==> src/rtl/icache_assoc.sv <==
// icache_assoc: 1- or 2-way set-associative instruction cache with per-set LRU.
// A nibble-serial fill engine refills missing lines while other lines keep hitting.
module icache_assoc #(
  parameter int LINE_LENGTH = 4,
  parameter int NLINES      = 4,
  parameter int WAYS        = 2,
  parameter int RV          = 16,
  parameter int PA          = 22
) (
  input  logic                             clk,
  input  logic                             reset,
  input  logic [PA-1:1]                    paddr,
  input  logic                             fetch,
  input  logic                             flush_all,
  output logic                             hit,
  output logic [RV-1:0]                    rdata,
  output logic                             busy,
  output logic                             fill_req,
  output logic [PA-1:$clog2(LINE_LENGTH)]  fill_addr,
  input  logic [3:0]                       fill_data,
  input  logic                             fill_strobe
);

  localparam int LB    = $clog2(LINE_LENGTH);
  localparam int SB    = $clog2(LINE_LENGTH * NLINES);
  localparam int SW    = SB - LB;
  localparam int TW    = PA - SB;
  localparam int LBITS = LINE_LENGTH * 8;
  localparam int NNIB  = LINE_LENGTH * 2;
  localparam int CW    = $clog2(NNIB);

  typedef enum logic {IDLE, FILL} state_t;

  state_t             state;
  logic [LBITS-1:0]   data_mem [WAYS][NLINES];
  logic [TW-1:0]      tag_mem  [WAYS][NLINES];
  logic [NLINES-1:0]  valid    [WAYS];
  logic [NLINES-1:0]  lru;

  logic [CW-1:0]      cnt;
  logic               drop;
  logic               fill_way;

  logic [SW-1:0]      set;
  logic [TW-1:0]      tag;
  logic [WAYS-1:0]    way_match;
  logic               hit_way;
  logic               victim;
  logic [LBITS-1:0]   line;
  logic [SW-1:0]      fill_set;
  logic [CW-1:0]      nib_sel;
  logic               last_nib;

  assign set      = paddr[SB-1:LB];
  assign tag      = paddr[PA-1:SB];
  assign fill_set = fill_addr[SB-1:LB];
  assign last_nib = (cnt == CW'(NNIB - 1));
  // The high nibble of each byte arrives first, so flip the nibble index's LSB.
  assign nib_sel  = cnt ^ CW'(1);

  always_comb begin
    way_match = '0;
    hit_way   = 1'b0;
    line      = '0;
    for (int w = 0; w < WAYS; w++) begin
      way_match[w] = valid[w][set] && (tag_mem[w][set] == tag);
      if (way_match[w]) begin
        hit_way = w[0];
        line    = data_mem[w][set];
      end
    end
  end

  assign hit = |way_match;

  generate
    if (LBITS == RV) begin : g_one_word
      assign rdata = line;
    end else begin : g_word_sel
      localparam int WB = (RV == 32) ? 2 : 1;
      assign rdata = line[paddr[LB-1:WB] * RV +: RV];
    end
  endgenerate

  // Prefer an empty way (lowest first) before evicting the LRU way.
  always_comb begin
    victim = (WAYS == 2) ? lru[set] : 1'b0;
    for (int w = WAYS - 1; w >= 0; w--) begin
      if (!valid[w][set]) victim = w[0];
    end
  end

  always_ff @(posedge clk) begin
    if (reset && state == FILL && fill_strobe) begin
      data_mem[fill_way][fill_set][{nib_sel, 2'b00} +: 4] <= fill_data;
      if (last_nib) tag_mem[fill_way][fill_set] <= fill_addr[PA-1:SB];
    end
  end

  always_ff @(posedge clk) begin
    if (!reset) begin
      state     <= IDLE;
      fill_req  <= 1'b0;
      busy      <= 1'b0;
      fill_addr <= '0;
      cnt       <= '0;
      drop      <= 1'b0;
      fill_way  <= 1'b0;
      lru       <= '0;
      for (int w = 0; w < WAYS; w++) valid[w] <= '0;
    end else begin
      if (WAYS == 2 && fetch && hit) lru[set] <= ~hit_way;
      case (state)
        IDLE: begin
          if (fetch && !hit && !flush_all) begin
            state                <= FILL;
            fill_req             <= 1'b1;
            busy                 <= 1'b1;
            fill_addr            <= paddr[PA-1:LB];
            fill_way             <= victim;
            valid[victim][set]   <= 1'b0;
            cnt                  <= '0;
            drop                 <= 1'b0;
          end
        end
        FILL: begin
          if (flush_all) drop <= 1'b1;
          if (fill_strobe) begin
            cnt <= cnt + CW'(1);
            if (last_nib) begin
              if (!drop) valid[fill_way][fill_set] <= 1'b1;
              if (WAYS == 2) lru[fill_set] <= ~fill_way;
              cnt      <= '0;
              state    <= IDLE;
              fill_req <= 1'b0;
              busy     <= 1'b0;
            end
          end
        end
      endcase
      // A flush overrides any valid bit set in the same cycle.
      if (flush_all) begin
        for (int w = 0; w < WAYS; w++) valid[w] <= '0;
      end
    end
  end

endmodule

==> config.mk <==
export PLATFORM = sky130hd
export DESIGN_NAME = icache_assoc
export DESIGN_NICKNAME = d
export VERILOG_FILES = /design/src/rtl/icache_assoc.sv
export SDC_FILE = /design/constraint.sdc
export NUM_CORES = 1
export LEC_CHECK = 0
export ABC_CLOCK_PERIOD_IN_PS = 9900
export CAP_MARGIN = 20
export CORE_MARGIN = 2
export CORE_UTILIZATION = 65
export DETAILED_ROUTE_END_ITERATION = 12
export GPL_TIMING_DRIVEN = 0
export PLACE_DENSITY = 0.92
export SLEW_MARGIN = 20
export SYNTH_ARGS = -nofsm -noshare
export SYNTH_HDL_FRONTEND = slang
export SYNTH_SLANG_ARGS = --single-unit
==> constraint.sdc <==
create_clock -name clk -period 9.9 [get_ports clk]
set_clock_uncertainty 0.05 [all_clocks]
set_input_delay 1.98 -clock clk [delete_from_list [all_inputs] [get_ports clk]]
set_output_delay 1.98 -clock clk [all_outputs]
set_load 0.01 [all_outputs]
# == After elaboration in Yosys (flattened, before gate mapping) ==
# Memories as Yosys holds them, arrays and structs flattened.
# Cells that the tools add are included.
# totals
reg_bits,31
mem_bits_rw,408
inputBits,30
out_inout_bits,39
wordCells,161
n_memories,3
# memory_table
memory,words,width,rd,rd_clocked_by_memory_dff,wr,line_no,rtl
data_mem,2,128,2,0,1,35,logic [LBITS-1:0] data_mem [WAYS][NLINES];
tag_mem,2,72,2,0,1,36,logic [TW-1:0] tag_mem [WAYS][NLINES];
valid,2,4,2,0,2,37,logic [NLINES-1:0] valid [WAYS];
# op_classes
add_sub_neg,2
magnitude_cmp,7
n_eq_ne,9
n_shift,3
muxes,79
bitwise,32
n_reduce_logical,19
# op_table
op,count
32-bit 2-to-1 mux,7
32-bit binary-select mux with 2-bit select,2
128-bit 2-to-1 mux,1
18-bit 2-to-1 mux,5
18-bit binary-select mux with 2-bit select,2
72-bit 2-to-1 mux,1
32-bit demux with 2-bit select,1
4-bit 2-to-1 mux,13
18-bit demux with 2-bit select,1
18-bit equality test,2
1-bit 2-to-1 mux,32
4-bit by 7-bit variable shift with 32-bit output (first input constant),1
32-bit by 6-bit indexed part select with 16-bit output,1
4-bit by 7-bit indexed part select with 32-bit output,1
1-bit bitwise AND,16
1-bit inverter,12
1-bit logical AND,10
3-bit 2-to-1 mux,3
4-bit bitwise mux,2
4-bit OR reduction,2
5-bit negator with 7-bit output,1
1-bit binary-select mux with 2-bit select,3
3-bit greater-or-equal comparator (second input constant),2
2-bit by 3-bit less-than comparator with 1-bit output (second input constant),2
other kinds (16),28

# == Depth between registers and ports, before layout ==
# logic_depth
ltp_word,17
mapped_depth,12
depth_no_buf,7

# == Worst setup path before layout ==
# OpenSTA, ideal clock, no wires.
# synth_timing
kind,input to output
from,in paddr[2] (netlist bit)
to,out rdata[10]
arrival_ns,4.486
required_time_ns,7.870
path_slack_ns,3.384
path_stages,11
path_buffers,4
path_cell_list,buf_6 buf_6 buf_6 mux4_2 xor2_1 nor4_1 nand4_1 a2111oi_4 nor2_2 buf_2 a211oi_1
# synth_via
elab_chain_len,9
elab_cells_between_ends,24
classes_between,eq/ne: 2; shift: 1; mux: 18; bitwise: 1; reduce/logical: 2
# synth_lines
element,line_no,rtl
start: declaration,12,"input logic [PA-1:1] paddr,"
2-bit inverter with 3-bit output (not written as such),"66, 69",
18-bit binary-select mux with 2-bit select,66,way_match[w] = valid[w][set] && (tag_mem[w][set] == tag);
18-bit 2-to-1 mux (not written as such) (2 in series),66,
18-bit equality test,66,
1-bit logical AND,66,
32-bit 2-to-1 mux,67,if (way_match[w]) begin
32-bit 2-to-1 mux *,67,
32-bit by 6-bit indexed part select with 16-bit output *,81,assign rdata = line[paddr[LB-1:WB] * RV +: RV];
end: declaration,16,"output logic [RV-1:0] rdata,"
# Mark *: on every way between the ends. The rest lies on a longest branch, timed or not. The select of a mux whose other input is x is not followed.

# == Worst setup path after layout ==
# layout_timing
from,in paddr[3] (netlist bit)
to,out rdata[14]
# Same word-level chain as after synthesis.

==> flow_summary.json <==
{
  "finalCritPeriodShare_pct": 81.7,
  "gp_congestion": 0.904,
  "routed_via_density": 6.73,
  "status": "completed",
  "worst_r2r_startpoint": "tag_mem[1][4]",
  "end_kind": "output pin",
  "synth_area_per_cell_um2": 16.9,
  "synth_edf_count": 400,
  "syn_inst": 1076,
  "post_cts_buffers": 0,
  "cts_tree": "done",
  "maxCapViolCount": 0,
  "ios": 69,
  "ys_seq_elements": 439,
  "yosysMostFrequentCell": "edfxtp_1",
  "synth_top_area_cell": "edfxtp_1",
  "r2r-end": "lru[1]",
  "via_count": 10758,
  "max-clock-path-buffers": 3,
  "nNetsFinal": 1222,
  "portBuffers": 62,
  "die_y_um": 171,
  "synth_nets": 1110,
  "setup_tns_ns": 0,
  "cp-start-kind": "input pin",
  "clk_pin_slew_ns": 0.06,
  "cpPeakStageDelay_ns": 0.66,
  "cp_common_cell": "buf_6",
  "rows": 61,
  "worst_pin_slew_ns": 1.04,
  "reg2reg_slack_ns": 6.69,
  "h-tree-depth": 2,
  "wire_per_inst_um": 27.4,
  "slew_headroom_pct": 30.4,
  "cts_hold_buf": 0,
  "finalSetupViolCount": 0,
  "wl_um": 43800,
  "core_mm2": 0.0276,
  "crit_type": "in -> out",
  "diodes": 0,
  "final_max_slew_viol_count": 0,
  "synthArstFlopShare_pct": 0,
  "yosys_warnings": 0,
  "numCtsBuffers": 42,
  "syn_area_mm2": 0.0181,
  "syn2layout_area_growth_pct": 13.7,
  "first_pass_iters": 5,
  "synth_common_cells": "edfxtp_1, nor2_1, mux4_2",
  "cts-root-buf": "clkbuf_16",
  "ys_types": 52,
  "antenna_found_initial": 0,
  "peakVddDrop_mv": 0.159,
  "power_density_mw_per_mm2": 181,
  "critPathLaunch": "paddr[3]",
  "leakage_nw": 6.65,
  "yosys-top-cells-area": "edfxtp_1, mux4_2, dfxtp_1",
  "rsz0062_at_grt": "no",
  "ys.flop_type": "edfxtp_1",
  "cp_slowest_cell": "clkdlybuf4s50_1",
  "hpwl_um": 28900,
  "hold_violations": 0,
  "die_w_um": 171,
  "dieArea_mm2": 0.0293,
  "path_max_fanout": 10,
  "yosys.area.top_type_share_pct": 66.2,
  "clk_latency_ns": 0.56,
  "final_cell_count_no_fill": 1598,
  "path_cells": "buf_6, buf_6, buf_6, buf_4, mux4_2, xor2_1, nor4_1, nand4_1, a2111oi_4, nor2_2, buf_2, a211oi_1, clkdlybuf4s50_1",
  "initial_core_util_pct": 65.7,
  "grt_max_degree": 19,
  "grt_pass1_wl_um": 65500,
  "gr-total-overflow": 0,
  "hp-class": "reg -> reg",
  "ant_nets": 0,
  "layout-drive-gt1-share_pct": 16.3,
  "fin_crit_ns": 8.09,
  "arrival_ns": 6.06,
  "cts_resized": 0,
  "grt_usage_pct": 31.0,
  "drtIter0Drc": 1650,
  "required_ns": 7.87,
  "dpl.cell_count": 1522,
  "reg2reg_depth": 10,
  "cts.sinks": 439,
  "drc": 0,
  "grt_pass1_vias": 10979,
  "crit_end": "rdata[14]",
  "clock.fmax_mhz": 124,
  "ys_seq_area_share_pct": 70.5
}
==> registers in the layout, summed over array words and instances (netlist names) <==
register   cells
fill_way       1
lru            4
data_mem     256
drop           1
valid          8
tag_mem      144
fill_addr     20
cnt            3
state          1
fill_req       1
==> kinds of logic after synthesis <==
group	after synthesis	synth area share [%]
DFF	439	70.5
and+or+nand+nor	240	5.81
muxes	156	14.5
AOI/OAI and AO/OA	105	4.44
buffers and inverters	92	2.48
xor gates and xnor gates	40	1.93
adders and majority gates	4	0.276
==> final cells by class <==
class                   count  area [um^2]
flip-flops and latches    439        12800
fillers                  1562         7010
multi-input cells         545         4930
clock buffers              58         1160
repair buffers             68          703
well taps                 378          473
plain buffers              65          349
clock inverters            18          111
inverters                  27          101
==> how the worst min path moves through the flow <==
| stage | start | endpoint | slack, ns | cells after the start |
|---|---|---|---|---|
| after floorplan | valid[1][0] | valid[1][0] | 0.41 | 2 |
| after global placement | lru[2] | lru[2] | 0.42 | 2 |
| after detailed placement | valid[1][0] | valid[1][0] | 0.43 | 2 |
| after CTS | valid[1][0] | valid[1][0] | 0.44 | 2 |
| after global routing | lru[3] | lru[3] | 0.48 | 2 |
| final | valid[1][0] | valid[1][0] | 0.45 | 2 |
==> critical path, delay by kind of cell <==
family | cells | cell delay, ns
muxes | 1 | 0.35
AOI/OAI and AO/OA | 2 | 1.03
and+or+nand+nor | 3 | 0.79
xor gates and xnor gates | 1 | 0.19
buffers and inverters | 6 | 1.70
==> layout by cell type, fill, tap and decap left out, drive strengths merged, types with 2 or more instances in the layout <==
cell type and n:
a41oi 16, nor2 117, a2111oi 2, xor2 18
o22ai 8, nor3 4, dfxtp 39, mux4 86
nand4 4, buf 37, a31o 4, o2bb2ai 3
nor4 6, nand2b 3, ha 4, o21a 2
mux2i 70, a21oi 7, clkinv 14, nand3 11
edfxtp 400, inv 31, a211oi 32, or4b 2
o21ai 10, and2 2, xnor2 22, clkdlybuf4s50 62
clkbuf 92, nor3b 4, nor2b 8, a31oi 10
a22oi 2, nand2 73, o22a 4
==> layer usage <==
metal  vias to the layer above  track usage [%]  part of all wire (%)
li1                       4425                -                     -
met1                      5322             38.5                    34
met2                       814             51.2                    49
met3                       197             6.66                    11
met4                         0             17.5                   6.1
met5                         -                0                     0
==> report_power, final <==
part	internal (W)	total, W	leakage [nW]	switching [W]
clock network	0.000828	0.00150	0.631	0.000676
registers	0.00201	0.00203	3.96	0.0000123
logic	0.0000810	0.000196	2.06	0.000115
==> through the flow <==
stage	cell area [um^2]	hold WS (ns)	power (W)	setup slack, ns	util, %
2_1_floorplan	18100	0.409	0.00218	3.38	-
3_5_place_dp	19300	0.434	0.00226	1.99	70.0
4_1_cts	20600	0.443	0.00373	1.91	74.6
3_3_place_gp	19200	0.422	0.00225	2.01	69.6
6_report	20600	0.447	0.00373	1.81	74.6
5_1_grt	20600	0.479	0.00380	1.69	74.6
(Power assumes the default switching activity.)
